--- src/rtl/instq_pkg.sv ---
// Shared definitions for the decoded-instruction dispatch buffer.
// Contents:
//   - field widths (OPC_W, REG_W, IMM_W, ADDR_W, PC_W)
//   - HLT_OPCODE, the {op,funct} value that starts the drain-then-halt sequence
//   - entry_t: one buffered instruction (106 bits, opcode in the MSBs, pc in the LSBs)
//   - state_t: dispatch FSM states
//   - is_hlt(): helper that tests an entry for the halt opcode
package instq_pkg;

  localparam int OPC_W  = 12;
  localparam int REG_W  = 5;
  localparam int IMM_W  = 16;
  localparam int ADDR_W = 26;
  localparam int PC_W   = 32;

  localparam logic [OPC_W-1:0] HLT_OPCODE = 12'hFC0;

  typedef struct packed {
    logic [OPC_W-1:0]  opcode;
    logic [REG_W-1:0]  rs;
    logic [REG_W-1:0]  rt;
    logic [REG_W-1:0]  rd;
    logic [REG_W-1:0]  shamt;
    logic [IMM_W-1:0]  imm;
    logic [ADDR_W-1:0] addr;
    logic [PC_W-1:0]   pc;
  } entry_t;

  typedef enum logic [1:0] {
    RUN    = 2'd0,
    DRAIN  = 2'd1,
    HALTED = 2'd2
  } state_t;

  function automatic logic is_hlt(input entry_t e);
    return e.opcode == HLT_OPCODE;
  endfunction

endpackage

--- src/rtl/dispatch_fifo_mem.sv ---
// Storage array for the dispatch buffer: DEPTH entries of entry_t.
// One synchronous write port and one asynchronous (combinational) read port,
// so the head entry is visible in the same cycle that rd_addr points at it.
// Ports:
//   clk      in   clock
//   wr_en    in   write strobe
//   wr_addr  in   write index
//   wr_data  in   entry to store
//   rd_addr  in   read index (head pointer)
//   rd_data  out  entry at rd_addr
module dispatch_fifo_mem
  import instq_pkg::*;
#(
  parameter int DEPTH = 8,
  parameter int AW    = $clog2(DEPTH)
) (
  input  logic          clk,
  input  logic          wr_en,
  input  logic [AW-1:0] wr_addr,
  input  entry_t        wr_data,
  input  logic [AW-1:0] rd_addr,
  output entry_t        rd_data
);

  entry_t mem [DEPTH];

  // Storage carries no reset: validity is tracked entirely by the top's count.
  always_ff @(posedge clk) begin
    if (wr_en) mem[wr_addr] <= wr_data;
  end

  assign rd_data = mem[rd_addr];

endmodule

--- src/rtl/inst_dispatch_buffer.sv ---
// Decoded-instruction dispatch buffer.
// Buffers decoded instructions in a FIFO, back-pressures the PC generator via
// fetch_stall, hands entries to dispatch with a valid/ready handshake, and
// drains then halts after a hlt instruction. flush empties it on a redirect.
// Optional feature macro: BYPASS_EN -- when defined, an instruction arriving at
// an empty buffer with out_ready high passes straight through combinationally.
// Ports:
//   clk, rst                 clock, asynchronous active-high reset
//   in_valid, in_*           decoded instruction from decode
//   fetch_stall              out: hold PC
//   flush                    discard everything, return to RUN
//   out_valid, out_ready     dispatch handshake
//   out_*                    head entry fields (0 when empty)
//   count                    occupancy 0..DEPTH
//   halted                   hlt dispatched, buffer idle
//   overflow_err             sticky: in_valid seen while full
module inst_dispatch_buffer
  import instq_pkg::*;
#(
  parameter int DEPTH        = 8,
  parameter int STALL_MARGIN = 2
) (
  input  logic                  clk,
  input  logic                  rst,
  input  logic                  in_valid,
  input  logic [OPC_W-1:0]      in_opcode,
  input  logic [REG_W-1:0]      in_rs,
  input  logic [REG_W-1:0]      in_rt,
  input  logic [REG_W-1:0]      in_rd,
  input  logic [REG_W-1:0]      in_shamt,
  input  logic [IMM_W-1:0]      in_imm,
  input  logic [ADDR_W-1:0]     in_addr,
  input  logic [PC_W-1:0]       in_pc,
  output logic                  fetch_stall,
  input  logic                  flush,
  output logic                  out_valid,
  input  logic                  out_ready,
  output logic [OPC_W-1:0]      out_opcode,
  output logic [REG_W-1:0]      out_rs,
  output logic [REG_W-1:0]      out_rt,
  output logic [REG_W-1:0]      out_rd,
  output logic [REG_W-1:0]      out_shamt,
  output logic [IMM_W-1:0]      out_imm,
  output logic [ADDR_W-1:0]     out_addr,
  output logic [PC_W-1:0]       out_pc,
  output logic [$clog2(DEPTH):0] count,
  output logic                  halted,
  output logic                  overflow_err
);

  localparam int AW = $clog2(DEPTH);
  localparam int CW = $clog2(DEPTH) + 1;

  state_t          state_reg, state_next;
  logic [AW-1:0]   wr_ptr_reg, rd_ptr_reg;
  logic [CW-1:0]   count_reg;
  logic            overflow_err_reg;

  entry_t          in_entry, rd_data, out_entry;
  logic            full, stored_valid, enq, deq, bypass, ovf_set;

  assign in_entry = '{opcode: in_opcode, rs: in_rs, rt: in_rt, rd: in_rd,
                      shamt: in_shamt, imm: in_imm, addr: in_addr, pc: in_pc};

  assign full         = (count_reg == CW'(DEPTH));
  assign stored_valid = (count_reg != '0) && (state_reg != HALTED);

`ifdef BYPASS_EN
  assign bypass = (count_reg == '0) && (state_reg == RUN) && in_valid && out_ready && !flush;
`else
  assign bypass = 1'b0;
`endif

  // A full buffer refuses new entries even if the head leaves this cycle.
  assign enq     = in_valid && !full && (state_reg == RUN) && !flush && !bypass;
  assign deq     = stored_valid && out_ready && !flush;
  assign ovf_set = in_valid && full && (state_reg == RUN) && !flush;

  dispatch_fifo_mem #(.DEPTH(DEPTH)) u_mem (
    .clk     (clk),
    .wr_en   (enq),
    .wr_addr (wr_ptr_reg),
    .wr_data (in_entry),
    .rd_addr (rd_ptr_reg),
    .rd_data (rd_data)
  );

  // Pointers, occupancy and the sticky error flag.
  always_ff @(posedge clk or posedge rst) begin
    if (rst) begin
      wr_ptr_reg       <= '0;
      rd_ptr_reg       <= '0;
      count_reg        <= '0;
      overflow_err_reg <= 1'b0;
    end else if (flush) begin
      wr_ptr_reg       <= '0;
      rd_ptr_reg       <= '0;
      count_reg        <= '0;
      overflow_err_reg <= 1'b0;
    end else begin
      if (enq) wr_ptr_reg <= wr_ptr_reg + AW'(1);
      if (deq) rd_ptr_reg <= rd_ptr_reg + AW'(1);
      case ({enq, deq})
        2'b10:   count_reg <= count_reg + CW'(1);
        2'b01:   count_reg <= count_reg - CW'(1);
        default: count_reg <= count_reg;
      endcase
      if (ovf_set) overflow_err_reg <= 1'b1;
    end
  end

  // FSM state register.
  always_ff @(posedge clk or posedge rst) begin
    if (rst) state_reg <= RUN;
    else     state_reg <= state_next;
  end

  // FSM next state. Nothing is accepted after a hlt, so the hlt is always the
  // last entry to leave and the buffer is empty on entering HALTED.
  always_comb begin
    state_next = state_reg;
    if (flush) begin
      state_next = RUN;
    end else begin
      case (state_reg)
        RUN: begin
          if (bypass && is_hlt(in_entry))   state_next = HALTED;
          else if (enq && is_hlt(in_entry)) state_next = DRAIN;
        end
        DRAIN:   if (deq && is_hlt(rd_data)) state_next = HALTED;
        HALTED:  state_next = HALTED;
        default: state_next = RUN;
      endcase
    end
  end

  // FSM / datapath outputs.
  always_comb begin
    fetch_stall = (count_reg >= CW'(DEPTH - STALL_MARGIN)) || (state_reg != RUN);
    halted      = (state_reg == HALTED);
    out_valid   = stored_valid || bypass;
    out_entry   = '0;
    if (bypass)                  out_entry = in_entry;
    else if (count_reg != '0)    out_entry = rd_data;
  end

  assign out_opcode   = out_entry.opcode;
  assign out_rs       = out_entry.rs;
  assign out_rt       = out_entry.rt;
  assign out_rd       = out_entry.rd;
  assign out_shamt    = out_entry.shamt;
  assign out_imm      = out_entry.imm;
  assign out_addr     = out_entry.addr;
  assign out_pc       = out_entry.pc;
  assign count        = count_reg;
  assign overflow_err = overflow_err_reg;

endmodule

--- config.mk ---
export PLATFORM = sky130hd
export DESIGN_NAME = inst_dispatch_buffer
export DESIGN_NICKNAME = d
export VERILOG_FILES = /design/src/rtl/instq_pkg.sv /design/src/rtl/dispatch_fifo_mem.sv /design/src/rtl/inst_dispatch_buffer.sv
export SDC_FILE = /design/constraint.sdc
export NUM_CORES = 1
export LEC_CHECK = 0
export BUFFER_PORTS_ARGS = -buffer_cell sky130_fd_sc_hd__buf_2
export CAP_MARGIN = 20
export CORE_ASPECT_RATIO = 2
export CORE_UTILIZATION = 50
export CTS_BUF_LIST = sky130_fd_sc_hd__clkbuf_16
export CTS_CLUSTER_DIAMETER = 200
export DETAILED_ROUTE_END_ITERATION = 10
export PLACE_DENSITY = 0.72
export SLEW_MARGIN = 5
export SYNTH_ARGS = -nofsm -noshare
export SYNTH_HDL_FRONTEND = slang
export SYNTH_HIERARCHICAL = 1
export SYNTH_SLANG_ARGS = --single-unit
export TNS_END_PERCENT = 1
--- constraint.sdc ---
create_clock -name clk -period 12.12 [get_ports clk]
set_clock_uncertainty 0.05 [all_clocks]
set_input_delay 1.212 -clock clk [delete_from_list [all_inputs] [get_ports clk]]
set_output_delay 1.212 -clock clk [all_outputs]
set_load 0.05 [all_outputs]
==> results.toml <==
[place]
dpl.cell_count = 2497
dpl_ws_ps = 7150
dp_hpwl_mm = 36.6
numPortBuffers = 224
place.gp.congestion = 0.702

[setup_path]
cp_cell_sequence = "buf_4 > buf_4 > mux4_2 > mux2_2 > and2_1 > buf_2"
critPathSlowestCell = "sky130_fd_sc_hd__buf_4"
critical_path.endpoint_type = "output port"
timing.critical_path.from = "rd_ptr_reg[0]"
regToRegStartpoint = "rd_ptr_reg[0]"
crit_path_max_fanout = 44
crit_top_cell = "sky130_fd_sc_hd__buf_4"
data_arrival_time_of_the_critical_path_ps = 4230
setup.worst_path.class = "reg -> out"
data_required_time_of_the_worst_path_ps = 10860
start_kind = "flop"
timing.critical_path.slowest_cell_delay_ps = 790

[power_and_ir_drop]
vdd.ir_drop.worst_uv = 217
power.share.clock = 0.285
p_seq_frac = 0.417
leakagePower_nw = 12.2
sw_frac_of_total = 0.328
power.net_switching_mw = 2.69
power.internal_mw = 5.52
share_comb_of_total_power = 0.297
pwr_density_cell_mw_per_mm2 = 216

[detailed_routing]
postRouteAntennaNets = 0
dr.first_iter.drc_count = 1085
firstDrtPassIters = 5
detail_route.drc_violations = 0
drt-wirelength-per-cell_um = 25.0
routed_via_density = 5.75
finalWirelength_mm = 65.9
detailroute.via_count = 15200

[sta]
maxSlewHeadroom = 0.295
report.final.setup_viol = 0
grt_setup_unrepaired = "false"
clock.fmax_ghz = 0.182
finalMaxSlewViolations = 0
finalHoldViolations = 0
totalNegativeSetupSlack_ps = 0
setup_ws_ps = 6620
timing.final.crit_period_ps = 5500
worst_pin_slew_ps = 1060
min_period_over_period = 0.453

[die]
fp-row-count = 133
fp.dieH_um = 368
io_pins = 225
die_x_um = 185
die_footprint_mm2 = 0.0681
placeableCoreArea_mm2 = 0.0661
initial_core_utilization = 0.507

[logic_synthesis]
postSynthCellCount = 1444
yosysUniqueCellTypes = 42
post-synth-top-count-cell = "sky130_fd_sc_hd__edfxtp_1"
synth_sequential_area_ratio = 0.770
postSynth.asyncResetShare = 0.0151
yosys_warnings = 6
synth.ff_latch_count = 861
synth.top_cell.area_share = 0.760
main_synth_ff_type = "sky130_fd_sc_hd__edfxtp_1"
post_synth_instance_area_mm2 = 0.0335
synth.top_cells.by_count = "sky130_fd_sc_hd__edfxtp_1, sky130_fd_sc_hd__mux4_2, sky130_fd_sc_hd__and2_1, sky130_fd_sc_hd__mux2_2"
postSynthAreaPerCell_um2 = 23.2
post_synth_edffs = 848
ys_top_cells_by_area = "sky130_fd_sc_hd__edfxtp_1, sky130_fd_sc_hd__mux4_2, sky130_fd_sc_hd__mux2_2, sky130_fd_sc_hd__and2_1, sky130_fd_sc_hd__dfrtp_1"
synth_area_leader_cell = "sky130_fd_sc_hd__edfxtp_1"
synth.net_count = 1563

[global_routing]
grt_pass1_wl_mm = 99.7
grt-ovfl-total = 0
pin_count_of_the_biggest_net_entering_global_routing = 111
via_count_of_the_first_global_routing_pass = 16500
grt.total_usage = 0.201
antenna_violations_before_repair = 9

[clock_tree]
cts_resized = 0
hold_buffers = 0
clk_transition_reported_paths_ps = 70
clock_path_buffers = 3
clock_sinks = 861
cts_tree = "yes"
tritoncts.num_buffers = 73
post_cts.repair.setup_buffers = 0
master_cell_of_the_clock_root_buffer = "sky130_fd_sc_hd__clkbuf_16"
ctsHtreeMaxLevel = 3
clk-insertion-delay-late_ps = 620

[finish]
largest_register_ff_count = 848
final_layout_size_suffix_gt1_frac = 0.394
nFillCells = 4839
fin_cells = 2635
layout_area_growth_over_synthesis_pct = 13.2
finish.net_count = 1815

[run]
timing.max_cap.violations = 0

[worst_hold_path]
holdCritPathClass = "reg -> reg"
worst_hold_startpoint = "overflow_err"

[run_status]
status = "complete, no violations"
-- logic make-up (layout without fill, tap and decap cells) --
logic type	after synthesis	count (layout)	synth area share
xor gates and xnor gates	7	7	0.00183
muxes	320	320	0.179
adders and majority gates	8	8	0.00321
and+or+nand+nor	159	159	0.0294
AOI/OAI and AO/OA	12	12	0.00232
buffers and inverters	77	386	0.0148
DFF	861	861	0.770
other	0	5	0
-- through the flow --
step / hold WS (ps) / power, mW / instance area [um2] / util
4_1_cts: 461 / 8.31 / 37900 / 0.574
5_1_grt: 512 / 8.53 / 37900 / 0.574
3_3_place_gp: 430 / 5.95 / 35500 / 0.538
2_1_floorplan: 441 / 5.45 / 33500 / -
3_5_place_dp: 447 / 5.97 / 35500 / 0.538
6_report: 457 / 8.20 / 37900 / 0.574
-- final cells by class --
class	count	area [um2]	share of cell area
Antenna cell	5	12.5	0.000330
Clock buffer	74	1850	0.0488
Clock inverter	58	548	0.0144
Inverter	3	11.3	0.000297
Multi-Input combinational cell	506	7280	0.192
Sequential cell	861	25800	0.680
Tap cell	877	1100	0.0289
Timing Repair Buffer	251	1340	0.0354
-- per-layer routing --
layer  vias up  share of wire  track usage
li1       6519              -            -
met5         -        0.00089            0
met2       480           0.54        0.360
met1      8050           0.37        0.236
met4        10          0.026       0.0831
met3        99          0.055       0.0341
-- power groups by stage --
stage,clock (mW),sequential [mW],combinational [mW]
after floorplan,0,3.50,1.96
after global placement,0,3.48,2.47
after detailed placement,0,3.49,2.48
after CTS,2.39,3.43,2.49
after global routing,2.49,3.43,2.60
final,2.34,3.43,2.44
-- critical path: cells and delay by family (launching register included) --
kind          cells  cell delay, ps
flops             1             710
buf+inv           3            1740
mux               2             900
simple gates      1             140
-- layout by cell type, fill, tap and decap left out, types with 3 or more instances in the layout --
master,Yosys,final
sky130_fd_sc_hd__and2_1,106,106
sky130_fd_sc_hd__dfrtp_4,0,3
sky130_fd_sc_hd__a21oi_1,4,4
sky130_fd_sc_hd__clkinv_1,0,14
sky130_fd_sc_hd__edfxtp_1,848,848
sky130_fd_sc_hd__diode_2,0,5
sky130_fd_sc_hd__clkbuf_16,0,74
sky130_fd_sc_hd__xnor2_1,4,4
sky130_fd_sc_hd__nand2_1,7,7
sky130_fd_sc_hd__inv_6,0,3
sky130_fd_sc_hd__nor2b_1,5,5
sky130_fd_sc_hd__inv_1,3,17
sky130_fd_sc_hd__ha_1,7,7
sky130_fd_sc_hd__mux2_2,106,106
sky130_fd_sc_hd__xor2_1,3,3
sky130_fd_sc_hd__buf_2,25,224
sky130_fd_sc_hd__bufinv_16,0,9
sky130_fd_sc_hd__nor2_1,15,9
sky130_fd_sc_hd__clkinvlp_4,0,3
sky130_fd_sc_hd__nand3_1,3,3
sky130_fd_sc_hd__clkinv_2,0,10
sky130_fd_sc_hd__nand2b_1,5,5
sky130_fd_sc_hd__buf_4,0,25
sky130_fd_sc_hd__mux4_2,212,212
sky130_fd_sc_hd__dfrtp_1,13,10
sky130_fd_sc_hd__nor2_4,0,6
-- final timing paths --
| kind | to | slack, ps | cells after the start |
|---|---|---|---|
| max in group asynchronous | rd_ptr_reg[1] | 11050 | 2 |
| min reg2reg | overflow_err | 460 | 2 |
| min | overflow_err | 460 | 2 |
| max reg2reg | state_reg[1] | 8100 | 8 |
| min in group asynchronous | rd_ptr_reg[2] | 570 | 2 |
| max | out_addr[10] | 6620 | 6 |
Note: power is estimated with default switching activity, not from simulation.
